### config.mk
export PLATFORM = sky130hd
export DESIGN_NAME = f_pc_unit_flat
export DESIGN_NICKNAME = d
export VERILOG_FILES = /design/src/rtl/f_pc_unit_pkg.sv /design/src/rtl/f_pc_unit_if.sv /design/src/rtl/f_pc_unit_sat_cnt32.sv /design/src/rtl/f_pc_unit.sv /design/src/flat_wrapper.sv
export SDC_FILE = /design/constraint.sdc
export NUM_CORES = 1
export LEC_CHECK = 0
export CAP_MARGIN = 40
export CORE_ASPECT_RATIO = 2
export CORE_MARGIN = 5
export CORE_UTILIZATION = 45
export DETAILED_ROUTE_END_ITERATION = 8
export PLACE_DENSITY_LB_ADDON = 0.08
export SYNTH_ARGS = -nofsm -noshare
export SYNTH_HDL_FRONTEND = slang
export SYNTH_SLANG_ARGS = --single-unit
### constraint.sdc
create_clock -name clk -period 4.6 [get_ports clk]
set_input_delay 0.46 -clock clk [delete_from_list [all_inputs] [get_ports clk]]
set_output_delay 0.46 -clock clk [all_outputs]
set_load 0.02 [all_outputs]
### src/rtl/f_pc_unit_pkg.sv
// Shared constants, state encoding and address-check helper for the fetch-stage PC unit.
package f_pc_unit_pkg;

  localparam logic [31:0] INITIAL_ADDRESS = 32'h0000_3000;
  localparam logic [31:0] TRAPPED_ADDRESS = 32'h0000_4180;
  localparam logic [31:0] IM_LO           = 32'h0000_3000;
  localparam logic [31:0] IM_HI           = 32'h0000_6FFF;
  localparam logic [31:0] CNT_MAX         = 32'hFFFF_FFFF;

  typedef enum logic [1:0] {
    FPC_BOOT  = 2'd0,
    FPC_RUN   = 2'd1,
    FPC_STALL = 2'd2
  } fpc_state_t;

  // A fetch address raises AdEL when misaligned or outside instruction memory.
  function automatic logic fetch_adel(input logic [31:0] pc);
    return (pc[1:0] != 2'b00) || (pc < IM_LO) || (pc > IM_HI);
  endfunction

endpackage

### src/rtl/f_pc_unit_if.sv
// Bundle between the next-PC/hazard/CP0 side (master) and the fetch PC unit (slave).
interface f_pc_unit_if;

  logic [31:0] NPC;
  logic        stall;
  logic        IntReq;
  logic        D_eret;
  logic [31:0] EPC;
  logic [31:0] F_PC;
  logic        F_valid;
  logic        F_exc_adel;
  logic        F_flush;
  logic [31:0] fetch_cnt;
  logic [31:0] stall_cnt;

  modport master (
    output NPC, stall, IntReq, D_eret, EPC,
    input  F_PC, F_valid, F_exc_adel, F_flush, fetch_cnt, stall_cnt
  );

  modport slave (
    input  NPC, stall, IntReq, D_eret, EPC,
    output F_PC, F_valid, F_exc_adel, F_flush, fetch_cnt, stall_cnt
  );

endinterface

### src/rtl/f_pc_unit_sat_cnt32.sv
// 32-bit event counter that sticks at all-ones instead of wrapping.
module sat_cnt32
  import f_pc_unit_pkg::*;
(
  input  logic        clk,
  input  logic        rst_n,
  input  logic        i_inc,
  output logic [31:0] o_cnt
);

  logic [31:0] r_cnt;

  // Count enabled events, holding once the maximum is reached.
  always_ff @(posedge clk or negedge rst_n) begin
    if (!rst_n) begin
      r_cnt <= 32'h0000_0000;
    end else if (i_inc && (r_cnt != CNT_MAX)) begin
      r_cnt <= r_cnt + 32'd1;
    end else begin
      r_cnt <= r_cnt;
    end
  end

  assign o_cnt = r_cnt;

endmodule

### src/rtl/f_pc_unit.sv
// Fetch-stage PC register: latches NPC, holds on stall, redirects on interrupt or eret,
// tags the fetch with valid/AdEL, flushes the post-eret fetch and counts fetch/stall cycles.
module f_pc_unit
  import f_pc_unit_pkg::*;
(
  input  logic         clk,
  input  logic         reset_n,
  f_pc_unit_if.slave   bus
);

  fpc_state_t  r_state;
  logic [31:0] r_pc;
  logic        r_valid;

  logic        w_active;
  logic        w_advance;
  logic        w_stall_hit;
  logic [31:0] w_fetch_cnt;
  logic [31:0] w_stall_cnt;

  // Advancing (eret or plain NPC) and holding both require no pending IntReq.
  assign w_active    = (r_state == FPC_RUN) || (r_state == FPC_STALL);
  assign w_advance   = w_active & ~bus.IntReq & ~bus.stall;
  assign w_stall_hit = w_active & ~bus.IntReq &  bus.stall;

  // PC select and state sequencing; RUN and STALL share the same priority order.
  always_ff @(posedge clk or negedge reset_n) begin
    if (!reset_n) begin
      r_state <= FPC_BOOT;
      r_pc    <= INITIAL_ADDRESS;
      r_valid <= 1'b0;
    end else begin
      case (r_state)
        FPC_BOOT: begin
          r_state <= FPC_RUN;
          r_pc    <= r_pc;
          r_valid <= 1'b1;
        end
        FPC_RUN, FPC_STALL: begin
          r_valid <= 1'b1;
          if (bus.IntReq) begin
            r_state <= FPC_RUN;
            r_pc    <= TRAPPED_ADDRESS;
          end else if (bus.D_eret && !bus.stall) begin
            r_state <= FPC_RUN;
            r_pc    <= bus.EPC;
          end else if (bus.stall) begin
            r_state <= FPC_STALL;
            r_pc    <= r_pc;
          end else begin
            r_state <= FPC_RUN;
            r_pc    <= bus.NPC;
          end
        end
        default: begin
          r_state <= FPC_BOOT;
          r_pc    <= INITIAL_ADDRESS;
          r_valid <= 1'b0;
        end
      endcase
    end
  end

  sat_cnt32 u_fetch_cnt (
    .clk   (clk),
    .rst_n (reset_n),
    .i_inc (w_advance),
    .o_cnt (w_fetch_cnt)
  );

  sat_cnt32 u_stall_cnt (
    .clk   (clk),
    .rst_n (reset_n),
    .i_inc (w_stall_hit),
    .o_cnt (w_stall_cnt)
  );

  // Interrupt-driven flushes belong to CP0/hazard logic, so IntReq suppresses ours.
  assign bus.F_PC       = r_pc;
  assign bus.F_valid    = r_valid;
  assign bus.F_exc_adel = fetch_adel(r_pc);
  assign bus.F_flush    = r_valid & bus.D_eret & ~bus.stall & ~bus.IntReq;
  assign bus.fetch_cnt  = w_fetch_cnt;
  assign bus.stall_cnt  = w_stall_cnt;

endmodule

### src/flat_wrapper.sv
// flat-port wrapper written by rule: the top's interface ports become plain ports
module f_pc_unit_flat import f_pc_unit_pkg::*;
  (clk, reset_n, bus_NPC, bus_stall, bus_IntReq, bus_D_eret, bus_EPC, bus_F_PC, bus_F_valid, bus_F_exc_adel, bus_F_flush, bus_fetch_cnt, bus_stall_cnt);
  f_pc_unit_if bus_i ();
  input  logic clk;
  input  logic reset_n;
  input wire logic [$bits(bus_i.NPC)-1:0] bus_NPC;
  input wire logic [$bits(bus_i.stall)-1:0] bus_stall;
  input wire logic [$bits(bus_i.IntReq)-1:0] bus_IntReq;
  input wire logic [$bits(bus_i.D_eret)-1:0] bus_D_eret;
  input wire logic [$bits(bus_i.EPC)-1:0] bus_EPC;
  output wire logic [$bits(bus_i.F_PC)-1:0] bus_F_PC;
  output wire logic [$bits(bus_i.F_valid)-1:0] bus_F_valid;
  output wire logic [$bits(bus_i.F_exc_adel)-1:0] bus_F_exc_adel;
  output wire logic [$bits(bus_i.F_flush)-1:0] bus_F_flush;
  output wire logic [$bits(bus_i.fetch_cnt)-1:0] bus_fetch_cnt;
  output wire logic [$bits(bus_i.stall_cnt)-1:0] bus_stall_cnt;
  assign bus_i.NPC = bus_NPC;
  assign bus_i.stall = bus_stall;
  assign bus_i.IntReq = bus_IntReq;
  assign bus_i.D_eret = bus_D_eret;
  assign bus_i.EPC = bus_EPC;
  assign bus_F_PC = bus_i.F_PC;
  assign bus_F_valid = bus_i.F_valid;
  assign bus_F_exc_adel = bus_i.F_exc_adel;
  assign bus_F_flush = bus_i.F_flush;
  assign bus_fetch_cnt = bus_i.fetch_cnt;
  assign bus_stall_cnt = bus_i.stall_cnt;
  f_pc_unit u_core (.clk(clk), .reset_n(reset_n), .bus(bus_i));
endmodule
==> reports/metrics.yaml <==
timing:
  grt_setup_unrepaired: "no"
  fin_crit_ns: 3.116
  slew_headroom_pct: 43.57
  fmax_mhz: 320.9
  worst_slew_pin_slew_ns: 0.8388
  skew_ns: 0.008185
  fin_tns_setup_ns: 0
  min_period_over_period_pct: 67.75
  setup_viol: 0
  maxSlewViolCount: 0
  holdWs_ns: 0.1529
  hold_violations: 0
clock_tree:
  cts_tree: "built"
  insertion_delay_ns: 0.34
  clock-sinks: 99
  cts_setup_buffers: 0
  numCtsBuffers: 9
  clkTransAtPathRegs_ns: 0.06
  post_cts_resized: 0
  clock_path_buffers: 2
  postCtsHoldBufs: 0
  htree_levels: 3
  root_buffer: "clkbuf_16"
setup_path:
  crit_top_cell: "clkdlybuf4s50_1"
  max_stage_delay_ns: 0.71
  crit_chain: "clkdlybuf4s50_1, nor2b_4, buf_4, and3b_1, clkdlybuf4s50_1"
  critPathArrivalTime_ns: 2.66
  cp-end-kind: "primary output"
  start_kind: "input pin"
  worstPathRequired_ns: 4.14
  cp_slowest_cell: "clkdlybuf4s50_1"
  r2r_start: "u_core.u_stall_cnt.o_cnt[19]"
  critPathMaxFanout: 28
  path_class: "input pin to primary output"
  reg2reg_to: "u_core.u_stall_cnt.o_cnt[27]"
  ff2ff_setup_slack_ns: 2.08
  reg2regPathDepth: 6
placement:
  placed_area_mm2: 0.006818
  gp_congestion: 0.8732
  numPortBuffers: 167
  dp_hpwl_um: 10880
global_routing:
  overflow: 0
  first_global_vias: 4579
  grt_pass1_wl_um: 23170
  antenna_found_initial: 0
  track_usage_pct: 21.21
  grt_max_degree: 54
yosys:
  syn_avg_cell_area_um2: 10.40
  synthTopCellsByArea: "dfrtp_1, xor2_1, mux2i_1, xnor2_1, nand2_1"
  synth.most_common_cell: "dfrtp_1"
  async_flop_share_pct: 100.0
  synth_top_area_cell: "dfrtp_1"
  synth_edf_count: 0
  ys_seq_area_share_pct: 49.35
  synthDistinctLibCells: 51
  yosysWarningCount: 0
  synth_nets: 557
  synth_top_area_share_pct: 48.31
  ys_top_cells_by_count: "dfrtp_1, nand2_1, xor2_1, mux2i_1, o21ai_0"
  synth_ff_type: "dfrtp_1"
  syn_inst: 483
  syn_area_mm2: 0.005025
  synth-seq-cells: 99
route:
  vias: 4276
  wire_per_inst_um: 17.76
  first_pass_iters: 4
  drtIter0Drc: 155
  drc: 0
  totalWireLength_um: 14030
  ant_nets: 0
  via_per_inst: 5.413
final_layout:
  area_growth_pct: 41.28
  layout-drive-gt1-share_pct: 7.077
  finalInstanceArea_mm2: 0.007099
  antenna_cells: 0
  fin_nets: 719
floorplan:
  die_area_mm2: 0.01351
  io_pins: 168
  die_w_um: 84.72
  chipHeight_um: 159.4
  initial_core_util_pct: 45.91
  rows: 54
  core_mm2: 0.01095
worst_hold_path:
  hp-class: "input pin to asynchronous set/reset pin"
status:
  status: "completed"
power:
  leakagePower_nw: 3.001
  ir_drop_mv: 0.3141
  pwr_density_cell_mw_per_mm2: 393.9
run:
  maxCapViolCount: 0
==> layer usage <==
| layer | track usage (%) | wire, um | vias up |
|---|---|---|---|
| li1 | - | - | 2042 |
| met5 | 0 | 0 | - |
| met3 | 4.505 | 681 | 23 |
| met1 | 22.59 | 5122 | 2081 |
| met2 | 39.51 | 7855 | 130 |
| met4 | 8.573 | 371 | 0 |
==> layout make-up <==
type,instances,area [um^2]
repair buffers,173,1722
fillers,920,3846
well taps,140,175.2
flip-flops and latches,99,2480
multi-input cells,352,2404
clock buffers,13,260.3
inverters,10,37.54
clock inverters,3,21.27
==> cell usage in the layout, fill, tap and decap left out, types with 23 or more instances in the layout <==
cell type,n
nand2_1,53
o21ai_0,29
nand3_1,23
xor2_1,35
xnor2_1,23
mux2i_1,30
nor3_1,24
clkdlybuf4s50_1,166
dfrtp_1,97
==> where the power goes <==
group	switching [mW]	leakage, nW	internal, mW	total, mW
Combinational	0.505	1.56	0.437	0.943
Sequential	0.131	1.31	1.01	1.14
Clock	0.313	0.136	0.398	0.710
==> worst max path at each step <==
stage | end | slack, ns | start | depth (start not counted)
3_5_place_dp | u_core.u_stall_cnt.o_cnt[15] | 1.42 | bus_stall | 5
2_1_floorplan | u_core.u_fetch_cnt.o_cnt[1] | 2.24 | u_core.u_fetch_cnt.o_cnt[0] | 7
5_1_grt | bus_F_flush | 1.40 | bus_stall | 5
4_1_cts | bus_F_flush | 1.47 | bus_stall | 5
3_3_place_gp | u_core.u_stall_cnt.o_cnt[15] | 1.48 | bus_stall | 5
6_report | bus_F_flush | 1.48 | bus_stall | 5
==> worst max-delay path: cells and delay by family <==
| kind | cells | cell delay (ns) |
|---|---|---|
| buffers and inverters | 3 | 1.75 |
| AND/OR/NAND/NOR | 2 | 0.42 |
==> cells by family (layout without fill, tap and decap cells) <==
logic type,after synthesis,after routing,synth area share (%)
buf+inv,32,199,2.963
compound gates,51,51,6.051
flops,99,99,49.35
xor+xnor,58,58,10.11
simple gates,204,204,23.41
fa+ha+maj,5,5,1.245
mux,34,34,6.872
==> flip-flops by register name, summed over array words and instances (netlist names) <==
register	cells
u_core.bus.F_PC	32
u_core.u_stall_cnt.o_cnt	32
u_core.u_fetch_cnt.o_cnt	32
u_core.r_state	2
u_core.bus.F_valid	1
==> per-stage QoR <==
stage          worst slack, ns  util [%]  power, mW  instances
2_1_floorplan            2.239         -      1.629        483
3_3_place_gp             1.479     62.15      2.080        773
3_5_place_dp             1.424     62.29      2.118        774
4_1_cts                  1.471     64.86      2.835        790
5_1_grt                  1.405     64.86      2.960        790
6_report                 1.484     64.86      2.796        790
No activity file was read; power rests on OpenSTA's default activity.
